## config.mk

```make
export PLATFORM = sky130hd
export DESIGN_NAME = fetch_sequencer_flat
export DESIGN_NICKNAME = d
export VERILOG_FILES = /design/src/rtl/tb4004_pkg.sv /design/src/rtl/fetch_sequencer_if.sv /design/src/rtl/fetch_cycle_counter.sv /design/src/rtl/fetch_sequencer.sv /design/src/flat_wrapper.sv
export SDC_FILE = /design/constraint.sdc
export NUM_CORES = 1
export LEC_CHECK = 0
export CELL_PAD_IN_SITES_DETAIL_PLACEMENT = 0
export CELL_PAD_IN_SITES_GLOBAL_PLACEMENT = 1
export CORE_ASPECT_RATIO = 1.2
export CORE_UTILIZATION = 30
export CTS_CLUSTER_SIZE = 14
export DETAILED_ROUTE_END_ITERATION = 10
export MAX_ROUTING_LAYER = met4
export PLACE_DENSITY_LB_ADDON = 0.2
export SYNTH_ARGS = -nofsm -noshare
export SYNTH_HDL_FRONTEND = slang
export SYNTH_HIERARCHICAL = 1
export SYNTH_SLANG_ARGS = --single-unit
```

## constraint.sdc

```tcl
create_clock -name clk -period 1.9 [get_ports clk]
set_input_delay 0.19 -clock clk [delete_from_list [all_inputs] [get_ports clk]]
set_output_delay 0.19 -clock clk [all_outputs]
set_load 0.005 [all_outputs]
```

## src/rtl/tb4004_pkg.sv

```systemverilog
// Shared definitions for the 4004-style fetch path: phase encoding,
// two-word opcode values, program counter width and the two-word test.
package tb4004_pkg;

    localparam int PC_W = 12;

    // Instruction-cycle phases, in bus order.
    typedef enum logic [2:0] {
        CYC_A1 = 3'd0,
        CYC_A2 = 3'd1,
        CYC_A3 = 3'd2,
        CYC_M1 = 3'd3,
        CYC_M2 = 3'd4,
        CYC_X1 = 3'd5,
        CYC_X2 = 3'd6,
        CYC_X3 = 3'd7
    } cycle_e;

    // First-word opcodes (OPR) that are followed by a second ROM word.
    localparam logic [3:0] OPR_JCN = 4'd1;
    localparam logic [3:0] OPR_FIM = 4'd2;
    localparam logic [3:0] OPR_JUN = 4'd4;
    localparam logic [3:0] OPR_JMS = 4'd5;
    localparam logic [3:0] OPR_ISZ = 4'd7;

    // FIM shares OPR=2 with SRC; only the even-OPA form carries data.
    function automatic logic is_two_word(input logic [3:0] opr, input logic [3:0] opa);
        return (opr == OPR_JCN) || (opr == OPR_JUN) || (opr == OPR_JMS) ||
               (opr == OPR_ISZ) || ((opr == OPR_FIM) && !opa[0]);
    endfunction

endpackage

```

## src/rtl/fetch_sequencer_if.sv

```systemverilog
// Multiplexed 4-bit ROM bus between the fetch sequencer (master) and ROM (slave).
// The bus has no handshake: the master owns timing. During A1-A3 the master
// drives an address nibble with dataOe=1; during M1/M2 the slave must present
// the instruction nibble on dataIn before the clock edge that leaves the phase.
interface fetch_sequencer_if;
    logic [3:0] dataIn;
    logic [3:0] dataOut;
    logic       dataOe;
    logic       sync;

    modport master (input dataIn, output dataOut, output dataOe, output sync);
    modport slave  (output dataIn, input dataOut, input dataOe, input sync);
endinterface

```

## src/rtl/fetch_cycle_counter.sv

```systemverilog
// 3-bit instruction-phase counter A1..X3 with hold, plus SYNC decode.
module fetch_cycle_counter
    import tb4004_pkg::*;
(
    input  logic   clk,
    input  logic   rst,
    input  logic   advance_i,
    output cycle_e cycle_o,
    output logic   sync_o
);

    cycle_e cycle_q, cycle_d;

    // Next phase: step forward when allowed, wrapping X3 back to A1.
    always_comb begin
        cycle_d = cycle_q;
        if (advance_i) begin
            if (cycle_q == CYC_X3) begin
                cycle_d = CYC_A1;
            end else begin
                cycle_d = cycle_e'(cycle_q + 3'd1);
            end
        end
    end

    // Phase register; reset aborts any cycle in progress and restarts at A1.
    always_ff @(posedge clk or posedge rst) begin
        if (rst) begin
            cycle_q <= CYC_A1;
        end else begin
            cycle_q <= cycle_d;
        end
    end

    assign cycle_o = cycle_q;
    assign sync_o  = (cycle_q == CYC_X3);

endmodule

```

## src/rtl/fetch_sequencer.sv

```systemverilog
// Instruction-fetch and bus-timing master for the 4004-style core.
// Drives the PC during A1-A3, captures OPR/OPA (or the second word) during
// M1/M2, increments the PC at M2 and applies jumps / two-word tracking at X3.
// Optional single-step hold: define FETCH_SINGLE_STEP_EN.
module fetch_sequencer
    import tb4004_pkg::*;
#(
    parameter logic [PC_W-1:0] PC_RESET = 12'h000
) (
    input  logic            clk,
    input  logic            rst,
    input  logic            stall,
`ifdef FETCH_SINGLE_STEP_EN
    input  logic            stepReq,
    output logic            halted,
`endif
    fetch_sequencer_if.master bus,
    output logic [2:0]      cycle,
    output logic [3:0]      opr,
    output logic [3:0]      opa,
    output logic [7:0]      operand2,
    output logic            secondWord,
    output logic [PC_W-1:0] pc,
    input  logic            pcLoad,
    input  logic [PC_W-1:0] pcLoadAddr
);

    cycle_e          cycle_w;
    logic            sync_w;
    logic            advance;

    logic [PC_W-1:0] pc_q, pc_d;
    logic [3:0]      opr_q, opr_d;
    logic [3:0]      opa_q, opa_d;
    logic [7:0]      operand2_q, operand2_d;
    logic            second_word_q, second_word_d;

`ifdef FETCH_SINGLE_STEP_EN
    logic halted_q, halted_d;

    // Single-step hold: release on stepReq while parked, re-park after the
    // X3 edge that finishes an instruction (no second word pending).
    always_comb begin
        halted_d = halted_q;
        if (!stall) begin
            if (halted_q) begin
                if (stepReq) begin
                    halted_d = 1'b0;
                end
            end else if ((cycle_w == CYC_X3) && !second_word_d) begin
                halted_d = 1'b1;
            end
        end
    end

    // Hold flag register; reset parks the sequencer at A1.
    always_ff @(posedge clk or posedge rst) begin
        if (rst) begin
            halted_q <= 1'b1;
        end else begin
            halted_q <= halted_d;
        end
    end

    assign advance = !stall && !halted_q;
    assign halted  = halted_q;
`else
    assign advance = !stall;
`endif

    fetch_cycle_counter u_cycle (
        .clk       (clk),
        .rst       (rst),
        .advance_i (advance),
        .cycle_o   (cycle_w),
        .sync_o    (sync_w)
    );

    // Per-phase updates: capture at M1/M2, PC increment at M2, jump and
    // two-word bookkeeping at X3. A stalled clock changes nothing.
    always_comb begin
        pc_d          = pc_q;
        opr_d         = opr_q;
        opa_d         = opa_q;
        operand2_d    = operand2_q;
        second_word_d = second_word_q;
        if (advance) begin
            unique case (cycle_w)
                CYC_M1: begin
                    if (second_word_q) begin
                        operand2_d[7:4] = bus.dataIn;
                    end else begin
                        opr_d = bus.dataIn;
                    end
                end
                CYC_M2: begin
                    if (second_word_q) begin
                        operand2_d[3:0] = bus.dataIn;
                    end else begin
                        opa_d = bus.dataIn;
                    end
                    pc_d = pc_q + 12'd1;
                end
                CYC_X3: begin
                    if (pcLoad) begin
                        pc_d = pcLoadAddr;
                    end
                    // opr/opa still describe the first word while the second
                    // is in flight, so only test them when no second word is due.
                    second_word_d = second_word_q ? 1'b0 : is_two_word(opr_q, opa_q);
                end
                default: begin
                end
            endcase
        end
    end

    // Fetch-path state registers.
    always_ff @(posedge clk or posedge rst) begin
        if (rst) begin
            pc_q          <= PC_RESET;
            opr_q         <= 4'd0;
            opa_q         <= 4'd0;
            operand2_q    <= 8'd0;
            second_word_q <= 1'b0;
        end else begin
            pc_q          <= pc_d;
            opr_q         <= opr_d;
            opa_q         <= opa_d;
            operand2_q    <= operand2_d;
            second_word_q <= second_word_d;
        end
    end

    // Address nibbles on the bus during A1-A3; released otherwise.
    always_comb begin
        bus.dataOut = 4'd0;
        bus.dataOe  = 1'b0;
        unique case (cycle_w)
            CYC_A1: begin
                bus.dataOut = pc_q[3:0];
                bus.dataOe  = 1'b1;
            end
            CYC_A2: begin
                bus.dataOut = pc_q[7:4];
                bus.dataOe  = 1'b1;
            end
            CYC_A3: begin
                bus.dataOut = pc_q[11:8];
                bus.dataOe  = 1'b1;
            end
            default: begin
            end
        endcase
    end

    assign bus.sync   = sync_w;
    assign cycle      = cycle_w;
    assign opr        = opr_q;
    assign opa        = opa_q;
    assign operand2   = operand2_q;
    assign secondWord = second_word_q;
    assign pc         = pc_q;

endmodule

```

## src/flat_wrapper.sv

```systemverilog
// flat-port wrapper written by rule: the top's interface ports become plain ports
module fetch_sequencer_flat import tb4004_pkg::*;
#(
    parameter logic [PC_W-1:0] PC_RESET = 12'h000
)
  (clk, rst, stall, cycle, opr, opa, operand2, secondWord, pc, pcLoad, pcLoadAddr, bus_dataIn, bus_dataOut, bus_dataOe, bus_sync);
  fetch_sequencer_if bus_i ();
  input  logic clk;
  input  logic rst;
  input  logic stall;
  output logic [2:0] cycle;
  output logic [3:0] opr;
  output logic [3:0] opa;
  output logic [7:0] operand2;
  output logic secondWord;
  output logic [PC_W-1:0] pc;
  input  logic pcLoad;
  input  logic [PC_W-1:0] pcLoadAddr;
  input wire logic [$bits(bus_i.dataIn)-1:0] bus_dataIn;
  output wire logic [$bits(bus_i.dataOut)-1:0] bus_dataOut;
  output wire logic [$bits(bus_i.dataOe)-1:0] bus_dataOe;
  output wire logic [$bits(bus_i.sync)-1:0] bus_sync;
  assign bus_i.dataIn = bus_dataIn;
  assign bus_dataOut = bus_i.dataOut;
  assign bus_dataOe = bus_i.dataOe;
  assign bus_sync = bus_i.sync;
  fetch_sequencer #(.PC_RESET(PC_RESET)) u_core (.clk(clk), .rst(rst), .stall(stall), .bus(bus_i), .cycle(cycle), .opr(opr), .opa(opa), .operand2(operand2), .secondWord(secondWord), .pc(pc), .pcLoad(pcLoad), .pcLoadAddr(pcLoadAddr));
endmodule
```

After elaboration in Yosys (flattened, before gate mapping):

Cells that the tools add are included.

* add/subtract/negate cells: 2
* equal/unequal tests: 11
* multiplexer cells: 6
* bitwise gates (word level): 2
* reductions and logical operators: 15

Operator list (count)
* $pmux W12 S2: 1
* $reduce_and A3 Y1: 5
* $add A12 B1 Y12 const B: 1
* $eq A4 B3 Y1 const B: 3
* $mux W12: 1
* $pmux W4 S3: 1
* $eq A3 B2 Y1 const B: 2
* $eq A3 B3 Y1 const B: 2
* $eq A4 B1 Y1 const B: 1
* $eq A4 B2 Y1 const B: 1
* $logic_or A1 B1 Y1: 4
* $add A3 B1 Y3 const B: 1
* $eq A3 B1 Y1 const B: 1
* $logic_not A3 Y1: 1
* $mux W3: 1
* $reduce_or A3 Y1: 1
* $mux W1: 2
* $ne A2 B2 Y1 const B: 1
* $not A1 Y1: 2
* $reduce_and A2 Y1: 1
* $reduce_bool A2 Y1: 1
* $logic_and A1 B1 Y1: 1
* $logic_not A1 Y1: 1

* bits in registers: 32
* input bits: 20
* output and inout port bits: 38
* logic and storage cells: 43

Longest topological paths before layout:

* depth after elaboration: 6
* mapped depth: 6
* mapped depth without buffers: 5

Modules after synthesis:

The synthesis kept the hierarchy.

By module, submodules not included
* fetch_sequencer: instances 1, cells an instance 159, area an instance 1632.8 um^2, seq. area each 725.7 um^2
* fetch_cycle_counter: instances 1, cells an instance 10, area an instance 141.4 um^2, seq. area each 75.1 um^2

Worst setup path before layout:

OpenSTA, ideal clock, no wires.

* path type: flip-flop to flip-flop
* from: register u_core.u_cycle.cycle_q[1], in the netlist u_core/u_cycle/cycle_o[1]
* to: register u_core.opa_q[0], in the netlist u_core/opa[0]
* setup time: 0.125 ns
* data arrival time: 1.319 ns
* slack: 0.456 ns
* cell stages (with the launch flop): 5
* period minus slack after synthesis: 1.444 ns
* cell sequence: dfrtp_1 > buf_4 > nor2_2 > and3b_1 > mux2_2

* cells in the longest elaborated chain, start to end: 2

RTL lines
* start: declaration: line fetch_cycle_counter.sv:12 `cycle_e cycle_q, cycle_d;`
* start signal: assignment: line fetch_cycle_counter.sv:31 `cycle_q <= cycle_d;`
* $eq A3 B3 Y1: line fetch_sequencer.sv:88 `unique case (cycle_w)`
* $reduce_and A3 Y1 (no source line)
* end signal: assignment: line fetch_sequencer.sv:129 `opa_q <= opa_d;`
* end: declaration: line fetch_sequencer.sv:34 `logic [3:0] opa_q, opa_d;`

No other way between the ends.
A chain may end at the register's enable or synchronous reset.

Worst setup path after layout:

* from: register u_core.u_cycle.cycle_q[0], in the netlist u_core/u_cycle/cycle_o[0]
* to: output bus_dataOut[1]

* cells in the longest elaborated chain, start to end: 2
* elaborated cells on any way between the ends: 4
* those cells by class: eq/ne: 2; mux: 1; reduce/logical: 1

RTL lines
* $eq A3 B2 Y1, or another cell as far along: line fetch_sequencer.sv:139 `unique case (cycle_w)`
* $pmux W4 S3 *: line fetch_sequencer.sv:139
* end: declaration: line flat_wrapper.sv:20 `output wire logic [$bits(bus_i.dataOut)-1:0] bus_dataOut;`

Mark *: on every way between the ends. The rest lies on a longest branch, timed or not.

==> reports/metrics.csv <==
metric;value;unit
status;complete, no violations;
slowest_delay;360;ps
area_growth;45.1;%
start_util;0.313;
relSlewSlack;0.690;
portBuffers;57;
num_vias;1523;
hold_class;input pin to asynchronous set/reset pin;
worst_slew_pin_slew;466;ps
power.density;1630;nW/um^2
critPathSlowestCell;dfrtp_1;
netlist_area;1770;sq um
drtAntennaViolNets;0;
syn_nets;192;
min_period;1720;ps
async_reset_ff_frac;1.00;
synth_ff_type;dfrtp_1;
crit_top_cell;nor2_1;
clk_latency;280;ps
vias_per_cell;4.87;
clock_path_buffers;2;
fp.dieH;86.2;microns
final_common_cell;clkdlybuf4s50_1;
wl_per_cell;14.9;microns
setup_slack;184;ps
synth_cell_types;40;
ys_ff_latch;32;
dr.pass1.iters;4;
path_cells;buf_4 > mux2i_1 > nor2_1 > a21oi_1 > nor2_1 > dlygate4sd2_1;
cts-buffers-inserted;5;
die_area;6230;sq um
drc_errors;0;
finalHoldViolCount;0;
coreArea;5670;sq um
cts_tree;yes;
setup_viol;0;
crit_path_start_kind;flip-flop;
maxCapViolations;0;
grt_pass1_wl;7.73;mm
layout_common_cells;52 x clkdlybuf4s50_1, 32 x dfrtp_1, 19 x a21oi_1, 19 x mux2_2, 12 x nor2_1;
ioPinCount;58;
fin_cells;313;
p_leak;1.13;nW
ys_seq_area_frac;0.451;
worst_setup_path_end_kind;primary output;
irDropWorstVdd;0.715;mV
hpwl;3.35;mm
clk_pin_slew;70;ps
cts-root-buf;clkbuf_8;
crit_arrival;1530;ps
synth_area_per_cell;10.5;sq um
num_rows;30;
synth_enable_flop_cells;0;
drt_iter0_drc;71;
max_freq;583;MHz
grt_max_degree;30;
dp_cells;305;
htree_levels;2;
finClkSkew;6.51;ps
grt_setup_unrepaired;no;
antenna_found_initial;0;
track_usage;0.167;
synth_cells;169;
tns;0;ps
nNetsFinal;255;
pre_cts_ws;75.3;ps
post_cts_buffers;0;
grt_pass1_vias;1566;
required;1710;ps
slew_violations;0;
crit_type;flip-flop to primary output;
path_max_fanout;6;
grt_overflow;0;
routabilityCongestion;0.763;
cts.sinks;32;
timing.final.crit_share;0.903;
die_w;72.2;microns
antenna_cells;0;
drive_gt1_frac;0.189;
yosysWarnings;6;
totalWireLength;4.67;mm
## critical path, delay by kind of cell (launching register included)
kind / cells / cell delay (ps)
flip-flops: 1 / 360
multiplexers: 1 / 210
AO/OA/AOI/OAI: 1 / 140
AND/OR/NAND/NOR: 2 / 110
buffers and inverters: 2 / 430
## through the flow
| stage | util | hold WS, ps | total power, mW | area (sq um) |
|---|---|---|---|---|
| 2_1_floorplan | - | -56.4 | 2.39 | 1770 |
| 3_3_place_gp | 0.429 | 412 | 3.50 | 2430 |
| 3_5_place_dp | 0.429 | 419 | 3.50 | 2430 |
| 4_1_cts | 0.452 | 109 | 4.25 | 2560 |
| 5_1_grt | 0.454 | 122 | 4.53 | 2570 |
| 6_report | 0.454 | 115 | 4.21 | 2570 |
## power by group
| group | internal (mW) | switching (mW) |
|---|---|---|
| logic | 1.26 | 0.867 |
| registers | 1.00 | 0.356 |
| clock network | 0.463 | 0.262 |
| total | 2.72 | 1.49 |
## area by class of cell
cell class	instances	area [sq um]
clock inverter	1	30.0
fill	557	3090
sequential	32	801
inverter	4	15.0
clock buffer	7	96.3
multi-input combinational	124	897
tap	80	100
timing repair buffer	65	636
## routing by layer
metal	vias to the layer above	routed length [microns]	global-route usage
met5	-	0	-
met3	4	203	0.0360
met1	725	2060	0.197
li1	751	-	-
met2	43	2370	0.284
met4	0	39	0.0481
## flip-flops by register name, summed over array words and instances (netlist names)
register	cells
u_core/pc	12
u_core/operand2	8
u_core/opa	4
u_core/opr	4
u_core/u_cycle/cycle_o	3
u_core/secondWord	1
## logic make-up (layout without fill, tap and decap cells)
kind of cell / after synthesis / after routing / synth area share
mux: 25 / 25 / 0.154
flops: 32 / 32 / 0.451
compound gates: 45 / 45 / 0.150
fa+ha+maj: 3 / 3 / 0.0212
simple gates: 51 / 51 / 0.173
buf+inv: 13 / 77 / 0.0494
## final timing paths
path / to / slack, ps / depth (start not counted) / start
max in group asynchronous: u_core/opa[1]$_DFFE_PP0P_ / 1290 / 3 / rst
min reg2reg: u_core/operand2[7]$_DFFE_PP0P_ / 510 / 1 / u_core/operand2[7]$_DFFE_PP0P_
min in group clk: u_core/pc[1]$_DFFE_PP0P_ / 480 / 3 / pcLoadAddr[1]
max: bus_dataOut[1] / 180 / 6 / u_core/u_cycle/cycle_o[0]$_DFFE_PP0P_
min: u_core/u_cycle/cycle_o[2]$_DFFE_PP0P_ / 120 / 2 / rst
max reg2reg: u_core/pc[7]$_DFFE_PP0P_ / 210 / 5 / u_core/u_cycle/cycle_o[2]$_DFFE_PP0P_
## cell usage after synthesis, types with 2 or more instances
cell	n	area [sq um]
and4_1	2	17.5
buf_6	3	33.8
and3_1	2	12.5
dfrtp_1	32	801
a21oi_1	19	95.1
and2_1	2	12.5
nand2_1	6	22.5
nand3_1	9	45.0
mux2_2	19	214
ha_1	3	37.5
nor2_1	12	45.0
a21o_1	2	15.0
nor2b_1	2	12.5
nor3_1	2	10.0
o22ai_1	4	25.0
nand4_1	3	18.8
buf_4	4	30.0
o21ai_0	10	50.1
inv_1	4	15.0
mux2i_1	6	60.1
a2bb2oi_1	4	35.0
## what timing repair did
| item | in CTS | in global routing |
|---|---|---|
| resized for setup | 5 | 4 |
| endpoints found under the setup margin | 4 | 6 |
| pin swaps | 2 | 1 |
| hold buffers | 0 | 0 |
| gates cloned | 0 | 0 |
| endpoints found under the hold margin | 0 | 0 |
Power figures use the tool's default switching activity.
